<file path="src/rtl/mips_debug_pkg.sv">
// rtl/mips_debug_pkg.sv - shared types and constants for the MIPS register-dump engine
//
// Purpose: dump FSM state encoding and stream tag constants used by
//          regfile_dump_streamer and anything that decodes its output tags.
// Ports:   none (package).
package mips_debug_pkg;

  // Tag field width: one bit wider than a register index so the PC word
  // can be told apart from $0..$31.
  localparam int TAG_W = 6;

  // Tag carried by the program-counter word that opens every dump.
  localparam logic [TAG_W-1:0] TAG_PC = 6'd32;

  typedef enum logic [2:0] {
    ST_IDLE     = 3'd0,
    ST_EMIT_PC  = 3'd1,
    ST_READ     = 3'd2,
    ST_EMIT_REG = 3'd3,
    ST_FINISH   = 3'd4
  } dump_state_t;

endpackage

</file>
<file path="src/rtl/regfile_dump_streamer.sv">
// rtl/regfile_dump_streamer.sv - streams a PC snapshot plus $0..$31 on a valid/ready port
//
// Purpose: debug readout engine for the single-cycle MIPS core. A start pulse
//          in IDLE snapshots the PC, then the register file is walked through
//          a dedicated read port, one word per READ/EMIT_REG pair.
// Ports:
//   clk        in   core clock, rising edge
//   rst_n      in   asynchronous active-low reset
//   start      in   one-cycle dump request (honoured in IDLE only)
//   pc_in      in   current program counter, captured at start
//   rf_raddr   out  register-file debug read address
//   rf_rdata   in   register-file debug read data (combinational from rf_raddr)
//   out_valid  out  stream word valid
//   out_ready  in   sink accepts word
//   out_data   out  stream word
//   out_tag    out  word identity: 32 = PC, 0..31 = register number
//   busy       out  dump in progress
//   done       out  one-cycle pulse after the last word is accepted
module regfile_dump_streamer
  import mips_debug_pkg::*;
#(
  parameter int DATA_W   = 32,
  parameter int NUM_REGS = 32,
  parameter int ADDR_W   = 5
) (
  input  logic              clk,
  input  logic              rst_n,
  input  logic              start,
  input  logic [DATA_W-1:0] pc_in,
  output logic [ADDR_W-1:0] rf_raddr,
  input  logic [DATA_W-1:0] rf_rdata,
  output logic              out_valid,
  input  logic              out_ready,
  output logic [DATA_W-1:0] out_data,
  output logic [TAG_W-1:0]  out_tag,
  output logic              busy,
  output logic              done
);

  localparam logic [ADDR_W-1:0] LAST_IDX = ADDR_W'(NUM_REGS - 1);

  dump_state_t       r_state;
  logic [ADDR_W-1:0] r_index;
  logic [ADDR_W-1:0] r_raddr;
  logic              r_valid;
  logic [DATA_W-1:0] r_data;
  logic [TAG_W-1:0]  r_tag;
  logic              r_busy;
  logic              r_done;

  logic              w_accept;
  logic              w_last;

  // out_ready only matters while a word is actually offered.
  assign w_accept = r_valid & out_ready;
  assign w_last   = (r_index == LAST_IDX);

  always_ff @(posedge clk or negedge rst_n) begin
    if (!rst_n) begin
      r_state <= ST_IDLE;
      r_index <= '0;
      r_raddr <= '0;
      r_valid <= 1'b0;
      r_data  <= '0;
      r_tag   <= '0;
      r_busy  <= 1'b0;
      r_done  <= 1'b0;
    end else begin
      r_done <= 1'b0;
      case (r_state)
        ST_IDLE: begin
          if (start) begin
            r_data  <= pc_in;
            r_tag   <= TAG_PC;
            r_valid <= 1'b1;
            r_busy  <= 1'b1;
            r_state <= ST_EMIT_PC;
          end
        end

        ST_EMIT_PC: begin
          if (w_accept) begin
            r_valid <= 1'b0;
            r_index <= '0;
            r_raddr <= '0;
            r_state <= ST_READ;
          end
        end

        // rf_raddr has been stable since the previous edge, so rf_rdata is
        // the live value of the addressed register this cycle.
        ST_READ: begin
          r_data  <= rf_rdata;
          r_tag   <= TAG_W'(r_index);
          r_valid <= 1'b1;
          r_state <= ST_EMIT_REG;
        end

        ST_EMIT_REG: begin
          if (w_accept) begin
            r_valid <= 1'b0;
            if (w_last) begin
              // busy drops and done rises together, so done is seen in
              // the FINISH cycle; the index is left parked at the top.
              r_busy  <= 1'b0;
              r_done  <= 1'b1;
              r_state <= ST_FINISH;
            end else begin
              r_index <= r_index + 1'b1;
              r_raddr <= r_index + 1'b1;
              r_state <= ST_READ;
            end
          end
        end

        // start is deliberately not looked at here: a new dump must be
        // requested from IDLE.
        ST_FINISH: begin
          r_state <= ST_IDLE;
        end

        default: begin
          r_state <= ST_IDLE;
          r_valid <= 1'b0;
          r_busy  <= 1'b0;
        end
      endcase
    end
  end

  assign rf_raddr  = r_raddr;
  assign out_valid = r_valid;
  assign out_data  = r_data;
  assign out_tag   = r_tag;
  assign busy      = r_busy;
  assign done      = r_done;

endmodule

</file>
<file path="config.mk">
export PLATFORM = sky130hd
export DESIGN_NAME = regfile_dump_streamer
export DESIGN_NICKNAME = d
export VERILOG_FILES = /design/src/rtl/mips_debug_pkg.sv /design/src/rtl/regfile_dump_streamer.sv
export SDC_FILE = /design/constraint.sdc
export NUM_CORES = 1
export LEC_CHECK = 0
export CORE_ASPECT_RATIO = 0.75
export CORE_UTILIZATION = 34
export CTS_BUF_LIST = sky130_fd_sc_hd__clkbuf_2
export CTS_CLUSTER_DIAMETER = 120
export CTS_CLUSTER_SIZE = 10
export DETAILED_ROUTE_END_ITERATION = 8
export GPL_ROUTABILITY_DRIVEN = 0
export PLACE_DENSITY = 0.77
export SLEW_MARGIN = 20
export SYNTH_ARGS = -nofsm -noshare
export SYNTH_HDL_FRONTEND = slang
export SYNTH_SLANG_ARGS = --single-unit
</file>
<file path="constraint.sdc">
create_clock -name clk -period 2.9 [get_ports clk]
set_clock_uncertainty 0.1 [all_clocks]
set_input_delay 0.29 -clock clk [delete_from_list [all_inputs] [get_ports clk]]
set_output_delay 0.29 -clock clk [all_outputs]
set_load 0.01 [all_outputs]
</file>
==> out/results.ini <==
[status]
outcome=complete, but fails checks
violations=design-rule violations

[finish]
fin_nets=354
drive_gt1_share_pct=19.3
fillers=550
area_delta_synth_final_pct=52.7
layout_commonest_cell=clkdlybuf4s50_1
n_antenna_cell=0
fin_area_um2=3580
final_cell_mix=112 x clkdlybuf4s50_1, 48 x dfrtp_1, 36 x mux2_2, 29 x mux2_1, 8 x a22o_1

[timing]
tightest_slew_ns=0.606
slew_violations=0
rsz0062_at_grt=no
setup_viol=0
fmax_mhz=509
holdWs_ns=0.266
setup_ws_ns=0.934
report.final.hold_viol_count=0
slew_headroom_pct=59.6
fin_crit_ns=1.97
finalSetupTns_ns=0
final.period_utilization_pct=67.8

[place]
dp_hpwl_mm=4.04
dpl_worst_slack_ns=0.909
place_area_um2=3530
portBuffers=113

[critical_path]
worst-path-max-fanout=5
slowest_delay_ns=0.48
slowest_stage=dfrtp_1
rr_endpoint=rf_raddr[3]$_DFFE_PN0P_
crit_arrival_ns=2.24
worstPathRequired_ns=3.17
reg2reg_setup_slack_ns=0.93
r2r-start=rf_raddr[0]$_DFFE_PN0P_
reg2regPathDepth=6
critPathLaunchType=register
path_class=register to register
path_common_cell=ha_1
cp_top_family=simple AND/OR/NAND/NOR gates
crit_path_end_kind=register
crit_buf_inv=0
path_cells=ha_1, and3_1, ha_1, nand4b_1, or4_1, o21ai_1

[synth]
yosysUniqueCellTypes=27
synth_top_area_share_pct=52.2
post-synth-top-area-cell=dfrtp_1
avgSynthCellArea_um2=14.0
yosysSeqAreaShare_pct=52.2
synth_nets=238
ys_ff_latch=49
syn_area_um2=2350
synthArstFlopShare_pct=100
yosysWarnings=0
synth.area.top_cells=dfrtp_1 52%, mux2_2 17%, mux2_1 14%
synthFlopType=dfrtp_1
synth_edf_count=0
syn_inst=168

[power]
pwr-share-clk_pct=10.4
finalPower_uw=2720
ir_drop_mv=0.316
powerDensity_nw_per_um2=759
power_frac_seq_pct=42.9
swShare_pct=31.6
power_switching_uw=858
p_int_uw=1860
p_leak_uw=0.00149
p_comb_share_pct=46.7

[min_path]
hold_class=input pin to async pin

[detailed_routing]
wl_per_cell_um=14.4
first_pass_iters=6
drt_first_iter_violations=52
vias=1742
drc=10
vias_per_cell=4.76
antenna_left=0
wirelength_mm=5.28

[global_routing]
antenna_found_initial=0
grt_pass1_vias=1854
grt_max_degree=33
grt_usage_pct=15.7
grt_overflow=0
grt_pass1_wl_mm=9.01

[clocking]
clockRootBuffer=clkbuf_2
path_clk_slew_ns=0.25
cts_tree=yes
cts_made_buffers=5
cts_setup_buffers=0
clk_path_buf_depth=2
cts_num_sinks=49
h-tree-depth=2
clock_latency_ns=0.42
cts_resized=0

[floorplan]
rows=25
initial_core_util_pct=36.3
die_area_um2=7240
fp.dieW_um=97.9
io_pins=114
die_h_um=74.0
coreArea_um2=6470

[flow_run]
cap_violations=0

==> kinds of logic (layout without fill, tap and decap cells) <==
logic type	Yosys count	after routing	synth area share, %
flops	49	49	52.2
buf+inv	11	128	3.52
simple gates	22	22	6.18
compound gates	19	19	5.81
mux	65	65	31.2
fa+ha+maj	2	2	1.07
==> state kept, by name, summed over array words and instances (netlist names) <==
| register | flops |
|---|---|
| r_state | 3 |
| rf_raddr | 5 |
| done | 1 |
| out_tag | 6 |
| busy | 1 |
| out_data | 32 |
| out_valid | 1 |
==> Yosys cell counts, types with 3 or more instances <==
cell and number:
mux2_2 36, buf_2 3, o21ai_0 3, nor2_1 6, buf_6 5, nand2_1 4, dfrtp_1 49, a22o_1 8
mux2_1 29, a21oi_1 3
==> worst max path at each step <==
stage,startpoint,endpoint,slack (ns),cells past startpoint
after global placement,start,out_data[1]$_DFFE_PN0P_,0.96,4
after CTS,rf_raddr[0]$_DFFE_PN0P_,rf_raddr[3]$_DFFE_PN0P_,0.93,6
after floorplan,rf_raddr[0]$_DFFE_PN0P_,rf_raddr[3]$_DFFE_PN0P_,1.04,6
after detailed placement,start,out_data[27]$_DFFE_PN0P_,0.91,4
after global routing,out_valid$_DFFE_PN0P_,out_valid,0.84,1
final,rf_raddr[0]$_DFFE_PN0P_,rf_raddr[3]$_DFFE_PN0P_,0.93,6
==> stage by stage <==
step,instances,utilization (%)
3_5_place_dp,357,54.5
5_1_grt,366,55.3
2_1_floorplan,168,-
6_report,366,55.3
3_3_place_gp,357,54.5
4_1_cts,366,55.3
==> layer usage <==
layer  vias up  wire length (um)  global-route usage [%]  share of wire (%)
li1        842                 -                       -                  -
met1       835              2310                    18.8                 44
met2        60              2520                    28.2                 48
met3         5               420                    4.89                8.0
met4         0                32                    3.70               0.61
met5         -                 0                       0                  0
==> final cells by class <==
cell class | count | area [um2] | share of cell area [%]
tap | 81 | 101 | 2.83
clock buffer | 5 | 25.0 | 0.698
sequential | 49 | 1230 | 34.3
clock inverter | 3 | 21.3 | 0.594
timing repair buffer | 117 | 1160 | 32.3
multi-input combinational | 108 | 1040 | 29.0
inverter | 3 | 11.3 | 0.314
==> worst reg2reg max path, stage by stage (launching register included) <==
cell and delay (ns):
dfrtp_1 0.48, ha_1 0.23, and3_1 0.18, ha_1 0.22
nand4b_1 0.21, or4_1 0.41, o21ai_1 0.08
==> repair_timing <==
item                       4_1_cts  5_1_grt
hold buffers                     1        0
setup endpoints to repair        0        0
hold endpoints to repair        27        0
==> power by group through the flow <==
stage	clock (uW)	combinational, uW	sequential (uW)
final	283	1270	1170
after global routing	328	1360	1210
after CTS	300	1290	1170
after detailed placement	0	1290	1190
after global placement	0	1250	1180
after floorplan	0	355	1300
No activity file was read; power rests on OpenSTA's default activity.
==> RTL edit: new RTL, same flow settings <==
Reset style: synchronous (`rst_n`), changed in one clocked block. Comments in the files are not updated.
--- a/src/rtl/regfile_dump_streamer.sv
+++ b/src/rtl/regfile_dump_streamer.sv
@@ -56,5 +56,5 @@
   assign w_last   = (r_index == LAST_IDX);
 
-  always_ff @(posedge clk or negedge rst_n) begin
+  always_ff @(posedge clk) begin
     if (!rst_n) begin
       r_state <= ST_IDLE;
Check against the original RTL: differs if rst_n is asserted again (counterexample within 4 cycles, from zero or initial values and one cycle with rst_n low); with rst_n held inactive, the same outputs for 10 cycles.
==> RTL edit against the original RTL <==
Cell area is 0.77% higher. Die area grew 3.4%. Area after synthesis grew 3.5%. Hold slack gained 0.14 ns. Largest cell class is now multi-input gates. Sequential cell count unchanged. Critical endpoint is now out_data[30]. Worst setup slack worse by 0.30 ns. Wire length grew 24%.
Power is not compared: it rests on default switching activity, and its combinational part moved more than twofold at a synthesized area within 25%.
==> RTL edit: results (changes against the original RTL) <==
synth_fa_ha_area_frac: 0.0103  # -0.000362
grt_pass1_vias: 2160  # +17%
crit_slowest_cell: "nor2_4"
drive_gt1_frac: 0.128  # -0.0653
grt_pass1_wl_mm: 10.0  # +11%
status: "completed"
min_path_type: "flop to flop"
grt_max_degree: 54  # +64%
clock_latency_ns: 0.39  # -0.03 ns
cp_max_fo: 39  # +34
n_fill_cell: 644  # +17%
layout.nets: 437  # +23%
yosysSeqAreaShare: 0.404  # -0.119
fmax_mhz: 441  # -13%
avgRoutedWirePerCell_um: 14.1  # -2.6%
drtIter0Drc: 43  # -17%
synth_nets: 343  # +44%
synthFlopType: "dfxtp_1"
synth.top_cells.by_count: "dfxtp_1 (49), a21oi_1 (39), nor2_1 (34), nor2b_1 (31), o221a_2 (31)"
synthMuxAreaShare: 0.00824  # -0.304
synth_area_leaders: "dfxtp_1 (40%), o221a_2 (14%), a21oi_1 (8.0%)"
tightest_slew_ns: 0.803  # +0.197 ns
cp.arrival_ns: 2.52  # +0.28 ns
num_vias: 2323  # +33%
post-place-ws_ns: 0.682  # -0.227 ns
grt_use_total: 0.169  # +0.0114
cpPeakStageDelay_ns: 0.71  # +0.23 ns
async_flop_share: 0  # -1.00
## RTL edit: final cells by class
| type | instances | area [sq um] | area share |
|---|---|---|---|
| Sequential cell | 49 | 982 | 0.272 |
| Timing Repair Buffer | 117 | 1160 | 0.322 |
| Multi-Input combinational cell | 192 | 1270 | 0.353 |
| Clock buffer | 6 | 30.0 | 0.00832 |
| Tap cell | 98 | 123 | 0.0340 |
| Clock inverter | 2 | 33.8 | 0.00936 |
| Inverter | 2 | 7.51 | 0.00208 |
## RTL edit: path summary, 6_finish.rpt
path	from	end	cells past startpoint
worst max-delay path	r_state[0]	out_data[30]	3
worst min-delay path	out_tag[0]	out_tag[0]	2
worst max register to register	r_state[0]	out_data[30]	3
worst min register to register	out_tag[0]	out_tag[0]	2
## RTL edit: logic make-up (layout without fill, tap and decap cells)
family / after synthesis / after routing
AND/OR/NAND/NOR: 101 / 101
AO/OA/AOI/OAI: 87 / 87
flip-flops: 49 / 49
buffers and inverters: 32 / 127
adder cells (fa/ha/maj): 2 / 2
multiplexers: 2 / 2
## RTL edit: power by group
| part | switching (mW) | internal [mW] |
|---|---|---|
| registers | 0.0381 | 0.725 |
| logic | 0.147 | 0.232 |
| clock network | 0.205 | 0.147 |
| total | 0.391 | 1.10 |
## RTL edit: metal layers
metal  up-vias  part of all wire  track usage
met3         4             0.078       0.0511
met1      1053              0.47        0.205
met4         0            0.0050       0.0425
met2        78              0.44        0.297
met5         -                 0            0
li1       1188                 -            -
## RTL edit: through the flow
stage               cell area [sq um]  cells  utilization  hold WS (ns)
global placement                 3550    458        0.517         0.378
detailed placement               3550    458        0.517         0.371
floorplan                        2430    273            -         0.394
finish                           3610    466        0.526         0.401
CTS                              3610    466        0.526         0.402
global route                     3610    466        0.526         0.427
## RTL edit: worst max-delay path: cells and delay by family, from the launching register on
kind	cells	cell delay, ns
and+or+nand+nor	2	1.33
AOI/OAI and AO/OA	1	0.32
DFF	1	0.46
